<file path="src/rtl/idex_pkg.sv">
// rtl/idex_pkg.sv - default widths, EX-field bit positions and payload typedefs for the ID/EX stage
package idex_pkg;

    localparam int XLEN_DEF    = 32;
    localparam int RA_W_DEF    = 5;
    localparam int WB_W_DEF    = 2;
    localparam int M_W_DEF     = 3;
    localparam int ALUOP_W_DEF = 3;
    localparam int CNT_W_DEF   = 16;

    localparam int REGDST_BIT  = 0;
    localparam int ALUOP_LSB   = 1;
    localparam int ALUSRC_BIT  = ALUOP_W_DEF + 1;

    // Packed MSB-first so a raw EX vector casts directly: bit0 RegDst, top bit ALUSrc.
    typedef struct packed {
        logic                   alusrc;
        logic [ALUOP_W_DEF-1:0] aluop;
        logic                   regdst;
    } ex_ctrl_t;

    typedef struct packed {
        logic [WB_W_DEF-1:0] wb;
        logic [M_W_DEF-1:0]  m;
        ex_ctrl_t            ex;
        logic [XLEN_DEF-1:0] pc4;
        logic [XLEN_DEF-1:0] br1;
        logic [XLEN_DEF-1:0] br2;
        logic [XLEN_DEF-1:0] se;
        logic [RA_W_DEF-1:0] ins1;
        logic [RA_W_DEF-1:0] ins2;
    } idex_payload_t;

endpackage

</file>
<file path="src/rtl/idex_pipe_stage_if.sv">
// rtl/idex_pipe_stage_if.sv - ID/EX handshake and payload bundle; master is the ID/EX environment, slave is the stage
interface idex_pipe_stage_if
    import idex_pkg::*;
#(
    parameter int XLEN    = XLEN_DEF,
    parameter int RA_W    = RA_W_DEF,
    parameter int WB_W    = WB_W_DEF,
    parameter int M_W     = M_W_DEF,
    parameter int ALUOP_W = ALUOP_W_DEF,
    parameter int CNT_W   = CNT_W_DEF
);
    logic               flush;
    logic               in_valid;
    logic               in_ready;
    logic [WB_W-1:0]    WB1;
    logic [M_W-1:0]     M1;
    logic [ALUOP_W+1:0] EX;
    logic [XLEN-1:0]    fPC4;
    logic [XLEN-1:0]    fBR1;
    logic [XLEN-1:0]    fBR2;
    logic [XLEN-1:0]    fSE;
    logic [RA_W-1:0]    fIns1;
    logic [RA_W-1:0]    fIns2;

    logic               out_valid;
    logic               out_ready;
    logic [WB_W-1:0]    Wb1;
    logic [M_W-1:0]     Mem1;
    logic               RegDst;
    logic [ALUOP_W-1:0] ALUOp;
    logic               ALUSrc;
    logic [XLEN-1:0]    tAdd;
    logic [XLEN-1:0]    tALU;
    logic [XLEN-1:0]    tMux32;
    logic [XLEN-1:0]    tACsl;
    logic [RA_W-1:0]    tMux5_1;
    logic [RA_W-1:0]    tMux5_2;
    logic [CNT_W-1:0]   stall_cnt;

    modport master (
        output flush, in_valid, WB1, M1, EX, fPC4, fBR1, fBR2, fSE, fIns1, fIns2, out_ready,
        input  in_ready, out_valid, Wb1, Mem1, RegDst, ALUOp, ALUSrc,
               tAdd, tALU, tMux32, tACsl, tMux5_1, tMux5_2, stall_cnt
    );

    modport slave (
        input  flush, in_valid, WB1, M1, EX, fPC4, fBR1, fBR2, fSE, fIns1, fIns2, out_ready,
        output in_ready, out_valid, Wb1, Mem1, RegDst, ALUOp, ALUSrc,
               tAdd, tALU, tMux32, tACsl, tMux5_1, tMux5_2, stall_cnt
    );

endinterface

</file>
<file path="src/rtl/idex_pipe_stage_skid_slot.sv">
// rtl/idex_pipe_stage_skid_slot.sv - generic payload register with valid bit, load and clear
module pipe_skid_slot #(
    parameter int W = 8
) (
    input  logic         clk_i,
    input  logic         rst_ni,
    input  logic         load_i,
    input  logic         clr_i,
    input  logic [W-1:0] d_i,
    output logic         valid_o,
    output logic [W-1:0] q_o
);
    logic         valid_q, valid_d;
    logic [W-1:0] data_q, data_d;

    // Clear drops only the valid bit; the payload keeps its last loaded value.
    always_comb begin
        valid_d = valid_q;
        data_d  = data_q;
        if (clr_i) begin
            valid_d = 1'b0;
        end else if (load_i) begin
            valid_d = 1'b1;
            data_d  = d_i;
        end
    end

    always_ff @(posedge clk_i) begin
        if (!rst_ni) begin
            valid_q <= 1'b0;
            data_q  <= '0;
        end else begin
            valid_q <= valid_d;
            data_q  <= data_d;
        end
    end

    assign valid_o = valid_q;
    assign q_o     = data_q;

endmodule

</file>
<file path="src/rtl/idex_pipe_stage.sv">
// rtl/idex_pipe_stage.sv - elastic ID/EX register with one-entry skid, flush, bubble gating and stall counter
module idex_pipe_stage
    import idex_pkg::*;
#(
    parameter int XLEN    = XLEN_DEF,
    parameter int RA_W    = RA_W_DEF,
    parameter int WB_W    = WB_W_DEF,
    parameter int M_W     = M_W_DEF,
    parameter int ALUOP_W = ALUOP_W_DEF,
    parameter int CNT_W   = CNT_W_DEF
) (
    input  logic               clkIDEX,
    input  logic               rstIDEX_n,
    idex_pipe_stage_if.slave   bus
);
    localparam int EX_W = ALUOP_W + 2;
    localparam int PW   = WB_W + M_W + EX_W + 4 * XLEN + 2 * RA_W;

    logic [PW-1:0]    in_pl, main_pl, skid_pl, main_d;
    logic             main_v, skid_v;
    logic             accept, main_free;
    logic             main_load, main_clr, skid_load, skid_clr;

    logic [WB_W-1:0]  wb_q;
    logic [M_W-1:0]   m_q;
    logic [EX_W-1:0]  ex_q;
    logic [XLEN-1:0]  pc4_q, br1_q, br2_q, se_q;
    logic [RA_W-1:0]  ins1_q, ins2_q;
    logic [CNT_W-1:0] stall_cnt_q, stall_cnt_d;

    assign in_pl = {bus.WB1, bus.M1, bus.EX, bus.fPC4, bus.fBR1, bus.fBR2, bus.fSE,
                    bus.fIns1, bus.fIns2};

    // in_ready is the registered skid-empty flag, so out_ready never reaches it combinationally.
    assign accept    = bus.in_valid & ~skid_v;
    assign main_free = ~main_v | bus.out_ready;

    assign main_load = ~bus.flush & main_free & (skid_v | accept);
    assign main_clr  = bus.flush | (main_free & ~skid_v & ~accept);
    assign main_d    = skid_v ? skid_pl : in_pl;

    assign skid_load = ~bus.flush & accept & ~main_free;
    assign skid_clr  = bus.flush | (main_free & skid_v);

    pipe_skid_slot #(.W(PW)) u_main (
        .clk_i   (clkIDEX),
        .rst_ni  (rstIDEX_n),
        .load_i  (main_load),
        .clr_i   (main_clr),
        .d_i     (main_d),
        .valid_o (main_v),
        .q_o     (main_pl)
    );

    pipe_skid_slot #(.W(PW)) u_skid (
        .clk_i   (clkIDEX),
        .rst_ni  (rstIDEX_n),
        .load_i  (skid_load),
        .clr_i   (skid_clr),
        .d_i     (in_pl),
        .valid_o (skid_v),
        .q_o     (skid_pl)
    );

    assign {wb_q, m_q, ex_q, pc4_q, br1_q, br2_q, se_q, ins1_q, ins2_q} = main_pl;

    assign bus.in_ready  = ~skid_v;
    assign bus.out_valid = main_v;

    // Control fields read as a bubble whenever the main register is empty.
    assign bus.Wb1    = main_v ? wb_q : '0;
    assign bus.Mem1   = main_v ? m_q  : '0;
    assign bus.RegDst = main_v & ex_q[REGDST_BIT];
    assign bus.ALUOp  = main_v ? ex_q[ALUOP_LSB +: ALUOP_W] : '0;
    assign bus.ALUSrc = main_v & ex_q[ALUOP_LSB + ALUOP_W];

    assign bus.tAdd    = pc4_q;
    assign bus.tALU    = br1_q;
    assign bus.tMux32  = br2_q;
    assign bus.tACsl   = se_q;
    assign bus.tMux5_1 = ins1_q;
    assign bus.tMux5_2 = ins2_q;

    always_comb begin
        stall_cnt_d = stall_cnt_q;
        if (main_v && !bus.out_ready && !(&stall_cnt_q)) begin
            stall_cnt_d = stall_cnt_q + CNT_W'(1);
        end
    end

    always_ff @(posedge clkIDEX) begin
        if (!rstIDEX_n) begin
            stall_cnt_q <= '0;
        end else begin
            stall_cnt_q <= stall_cnt_d;
        end
    end

    assign bus.stall_cnt = stall_cnt_q;

endmodule
</file>
<file path="src/flat_wrapper.sv">
// flat-port wrapper written by rule: the top's interface ports become plain ports
module idex_pipe_stage_flat import idex_pkg::*;
#(
    parameter int XLEN    = XLEN_DEF,
    parameter int RA_W    = RA_W_DEF,
    parameter int WB_W    = WB_W_DEF,
    parameter int M_W     = M_W_DEF,
    parameter int ALUOP_W = ALUOP_W_DEF,
    parameter int CNT_W   = CNT_W_DEF
)
  (clkIDEX, rstIDEX_n, bus_flush, bus_in_valid, bus_WB1, bus_M1, bus_EX, bus_fPC4, bus_fBR1, bus_fBR2, bus_fSE, bus_fIns1, bus_fIns2, bus_out_ready, bus_in_ready, bus_out_valid, bus_Wb1, bus_Mem1, bus_RegDst, bus_ALUOp, bus_ALUSrc, bus_tAdd, bus_tALU, bus_tMux32, bus_tACsl, bus_tMux5_1, bus_tMux5_2, bus_stall_cnt);
  idex_pipe_stage_if #(.XLEN(XLEN), .RA_W(RA_W), .WB_W(WB_W), .M_W(M_W), .ALUOP_W(ALUOP_W), .CNT_W(CNT_W)) bus_i ();
  input  logic clkIDEX;
  input  logic rstIDEX_n;
  input wire logic [$bits(bus_i.flush)-1:0] bus_flush;
  input wire logic [$bits(bus_i.in_valid)-1:0] bus_in_valid;
  input wire logic [$bits(bus_i.WB1)-1:0] bus_WB1;
  input wire logic [$bits(bus_i.M1)-1:0] bus_M1;
  input wire logic [$bits(bus_i.EX)-1:0] bus_EX;
  input wire logic [$bits(bus_i.fPC4)-1:0] bus_fPC4;
  input wire logic [$bits(bus_i.fBR1)-1:0] bus_fBR1;
  input wire logic [$bits(bus_i.fBR2)-1:0] bus_fBR2;
  input wire logic [$bits(bus_i.fSE)-1:0] bus_fSE;
  input wire logic [$bits(bus_i.fIns1)-1:0] bus_fIns1;
  input wire logic [$bits(bus_i.fIns2)-1:0] bus_fIns2;
  input wire logic [$bits(bus_i.out_ready)-1:0] bus_out_ready;
  output wire logic [$bits(bus_i.in_ready)-1:0] bus_in_ready;
  output wire logic [$bits(bus_i.out_valid)-1:0] bus_out_valid;
  output wire logic [$bits(bus_i.Wb1)-1:0] bus_Wb1;
  output wire logic [$bits(bus_i.Mem1)-1:0] bus_Mem1;
  output wire logic [$bits(bus_i.RegDst)-1:0] bus_RegDst;
  output wire logic [$bits(bus_i.ALUOp)-1:0] bus_ALUOp;
  output wire logic [$bits(bus_i.ALUSrc)-1:0] bus_ALUSrc;
  output wire logic [$bits(bus_i.tAdd)-1:0] bus_tAdd;
  output wire logic [$bits(bus_i.tALU)-1:0] bus_tALU;
  output wire logic [$bits(bus_i.tMux32)-1:0] bus_tMux32;
  output wire logic [$bits(bus_i.tACsl)-1:0] bus_tACsl;
  output wire logic [$bits(bus_i.tMux5_1)-1:0] bus_tMux5_1;
  output wire logic [$bits(bus_i.tMux5_2)-1:0] bus_tMux5_2;
  output wire logic [$bits(bus_i.stall_cnt)-1:0] bus_stall_cnt;
  assign bus_i.flush = bus_flush;
  assign bus_i.in_valid = bus_in_valid;
  assign bus_i.WB1 = bus_WB1;
  assign bus_i.M1 = bus_M1;
  assign bus_i.EX = bus_EX;
  assign bus_i.fPC4 = bus_fPC4;
  assign bus_i.fBR1 = bus_fBR1;
  assign bus_i.fBR2 = bus_fBR2;
  assign bus_i.fSE = bus_fSE;
  assign bus_i.fIns1 = bus_fIns1;
  assign bus_i.fIns2 = bus_fIns2;
  assign bus_i.out_ready = bus_out_ready;
  assign bus_in_ready = bus_i.in_ready;
  assign bus_out_valid = bus_i.out_valid;
  assign bus_Wb1 = bus_i.Wb1;
  assign bus_Mem1 = bus_i.Mem1;
  assign bus_RegDst = bus_i.RegDst;
  assign bus_ALUOp = bus_i.ALUOp;
  assign bus_ALUSrc = bus_i.ALUSrc;
  assign bus_tAdd = bus_i.tAdd;
  assign bus_tALU = bus_i.tALU;
  assign bus_tMux32 = bus_i.tMux32;
  assign bus_tACsl = bus_i.tACsl;
  assign bus_tMux5_1 = bus_i.tMux5_1;
  assign bus_tMux5_2 = bus_i.tMux5_2;
  assign bus_stall_cnt = bus_i.stall_cnt;
  idex_pipe_stage #(.XLEN(XLEN), .RA_W(RA_W), .WB_W(WB_W), .M_W(M_W), .ALUOP_W(ALUOP_W), .CNT_W(CNT_W)) u_core (.clkIDEX(clkIDEX), .rstIDEX_n(rstIDEX_n), .bus(bus_i));
endmodule
</file>
<file path="config.mk">
export PLATFORM = sky130hd
export DESIGN_NAME = idex_pipe_stage_flat
export DESIGN_NICKNAME = d
export VERILOG_FILES = /design/src/rtl/idex_pkg.sv /design/src/rtl/idex_pipe_stage_if.sv /design/src/rtl/idex_pipe_stage_skid_slot.sv /design/src/rtl/idex_pipe_stage.sv /design/src/flat_wrapper.sv
export SDC_FILE = /design/constraint.sdc
export NUM_CORES = 1
export LEC_CHECK = 0
export CORE_MARGIN = 10
export CORE_UTILIZATION = 40
export DETAILED_ROUTE_END_ITERATION = 16
export MAX_ROUTING_LAYER = met4
export PLACE_DENSITY_LB_ADDON = 0.2
export SLEW_MARGIN = 5
export SYNTH_ARGS = -nofsm -noshare
export SYNTH_HDL_FRONTEND = slang
export SYNTH_SLANG_ARGS = --single-unit
</file>
<file path="constraint.sdc">
create_clock -name clkIDEX -period 2.2 [get_ports clkIDEX]
set_input_delay 0.44 -clock clkIDEX [delete_from_list [all_inputs] [get_ports clkIDEX]]
set_output_delay 0.44 -clock clkIDEX [all_outputs]
set_load 0.1 [all_outputs]
</file>
==> impl_metrics.yaml <==
floorplanning:
  die_h_um: 203
  initial_utilization_pct: 40.9
  die-area_um2: 41200
  io_pins: 319
  fp-row-count: 66
  dieWidth_um: 203
  core_um2: 32800
grt:
  antenna_found_initial: 0
  grt_overflow: 0
  grt_pass1_wl_mm: 57.5
  grt_pass1_vias: 10300
  grt_usage_pct: 17.4
  grt_max_degree: 70
routing:
  wl_mm: 36.8
  avgRoutedWirePerCell_um: 16.8
  detail_route.iter0.violations: 448
  via_per_inst: 4.96
  antenna_left: 0
  drc: 0
  drt_pass1_iterations: 5
  vias: 10800
clocking:
  h-tree-depth: 2
  ctsResizeCount: 0
  root_buffer: "clkbuf_16"
  tritoncts: "done"
  numCtsBuffers: 36
  cts_max_path_buffers: 3
  ctsHoldBuffers: 0
  post_cts_buffers: 0
  clock_latency_ns: 0.51
  clock-sinks: 314
  path_clk_slew_ns: 0.06
setup_path:
  critPathCaptureType: "output pin"
  cp_cell_sequence: "buf_4 > and2_1 > buf_12"
  crit_arrival_ns: 1.47
  cp_slowest_cell: "dfxtp_2"
  critical_path.max_stage_delay_ns: 0.35
  crit_family: "buffers and inverters"
  rrSetupSlack_ns: 0.37
  worstSetupPathType: "flop to output pin"
  path_buf_inv: 2
  critPathRequiredTime_ns: 1.76
  worst_setup_path_start_kind: "flop"
  path_max_fanout: 12
yosys:
  ys_seq_elements: 314
  ys_types: 36
  ys_seq_area_share_pct: 46.9
  async_reset_ff_share_pct: 0
  synth_fp_nets: 1712
  synth_area_leader_cell: "dfxtp_1"
  synthFlopType: "dfxtp_1"
  synth_edf_count: 0
  yosysWarnings: 0
  yosysMostFrequentCell: "dfxtp_1"
  synth_top_cell_area_share_pct: 46.9
  syn_inst: 1558
  synth_commonest_cells: "dfxtp_1 (314), nand2_1 (303), a21oi_1 (160)"
  syn_area_um2: 13400
  synthTopCellsByArea: "dfxtp_1 (47%), mux2i_1 (11%), nand2_1 (8.5%)"
  avgSynthCellArea_um2: 8.60
final_layout:
  fin_nets: 1869
  stdcell_count: 2182
  diodes: 0
  drive_gt1_share_pct: 17.7
  post-route-util_pct: 52.6
  nFillCells: 3095
  final_area_um2: 17200
  area_growth_pct: 28.7
place:
  post-place-ws_ns: -0.102
  placed_cell_area_um2: 16100
  place_inst: 2119
  io_buffers: 318
  place.gp.congestion: 0.796
  post-dp-hpwl_mm: 25.8
sta:
  period_share_pct: 86.8
  slew_headroom_pct: 51.3
  setup-tns-final_ns: 0
  rsz0062_at_grt: "false"
  layout_min_cycle_time_ns: 1.91
  report.final.slew_viol_count: 0
  setup_viol: 0
  finClkSkew_ns: 0.0163
  hold_violations: 0
  tightest_slew_ns: 0.725
  layout_setup_ws_ns: 0.291
  fmax_mhz: 524
  whs_ns: 0.452
job:
  cap_violations: 0
min_path:
  hold_class: "flop to flop"
power:
  peakVddDrop_uv: 555
  leakage_nw: 6.08
  power_density_nw_per_um2: 837
  p_total_mw: 14.4
status:
  status: "finished clean"
==> cells by family (layout without fill, tap and decap cells) <==
family                     count (synthesis)  in the layout  synth area share, %
and+or+nand+nor                          509            509                 15.4
AOI/OAI and AO/OA                        321            321                 14.9
DFF                                      314            314                 46.9
buffers and inverters                    262            444                 11.4
muxes                                    151            151                 11.3
adders and majority gates                  1              1               0.0933
==> layout make-up <==
cell class              instances  area [um^2]  area share (%)
clock buffers                  51         1030            5.96
repair buffers                376         3600            20.9
inverters                       5         26.3           0.152
well taps                     442          553            3.21
multi-input cells             982         5610            32.5
flip-flops and latches        314         6310            36.6
clock inverters                12          118           0.682
==> sequential cells by signal (all words and copies together) (netlist names) <==
register / flops
u_core.u_skid.valid_o: 1
u_core.u_skid.q_o: 148
u_core.u_main.valid_o: 1
u_core.u_main.q_o: 148
u_core.bus.stall_cnt: 16
==> power by group <==
group	total [mW]	switching, mW	internal, mW
Combinational	2.64	1.88	0.757
Clock	5.78	2.29	3.49
Sequential	6.03	0.127	5.90
==> path summary, 6_finish.rpt <==
path | from | endpoint | cells past startpoint
setup reg to reg | u_core.bus.stall_cnt[9] | u_core.bus.stall_cnt[14] | 4
hold reg to reg | u_core.u_skid.q_o[65] | u_core.u_skid.q_o[65] | 2
hold / removal | u_core.u_skid.q_o[65] | u_core.u_skid.q_o[65] | 2
setup / recovery | u_core.u_main.valid_o | bus_RegDst | 3
==> per-layer routing <==
layer	wire length [um]	part of all wire (%)	GRT usage [%]	up-vias
met2	17300	47	27.7	248
met4	520	1.4	3.62	0
li1	-	-	-	5502
met1	17000	46	22.3	5029
met3	2020	5.5	3.92	41
met5	0	0	-	-
==> worst min-delay path: cells and delay by family, from the launching register on <==
family / cells / cell delay (ns)
AO/OA/AOI/OAI: 1 / 0.05
flip-flops: 1 / 0.30
AND/OR/NAND/NOR: 1 / 0.05
==> layout by cell type (no fill, tap or decap), types with 3 or more instances in the layout <==
cell type / Yosys / final
a211oi_1: 148 / 148
a21oi_1: 160 / 160
and2_1: 10 / 9
and3_1: 4 / 3
buf_12: 0 / 32
buf_4: 138 / 192
clkbuf_1: 84 / 9
clkbuf_16: 0 / 37
clkbuf_8: 0 / 5
clkdlybuf4s50_1: 0 / 152
clkinv_2: 0 / 8
dfxtp_1: 314 / 297
dfxtp_2: 0 / 16
inv_1: 3 / 3
mux2i_1: 151 / 151
nand2_1: 303 / 303
nand2b_1: 4 / 4
nand3_1: 5 / 4
nand4_1: 5 / 5
nor2_1: 151 / 151
nor3_1: 6 / 6
o21ai_0: 5 / 5
o31ai_1: 6 / 6
or4_1: 6 / 6
Power figures use the tool's default switching activity.
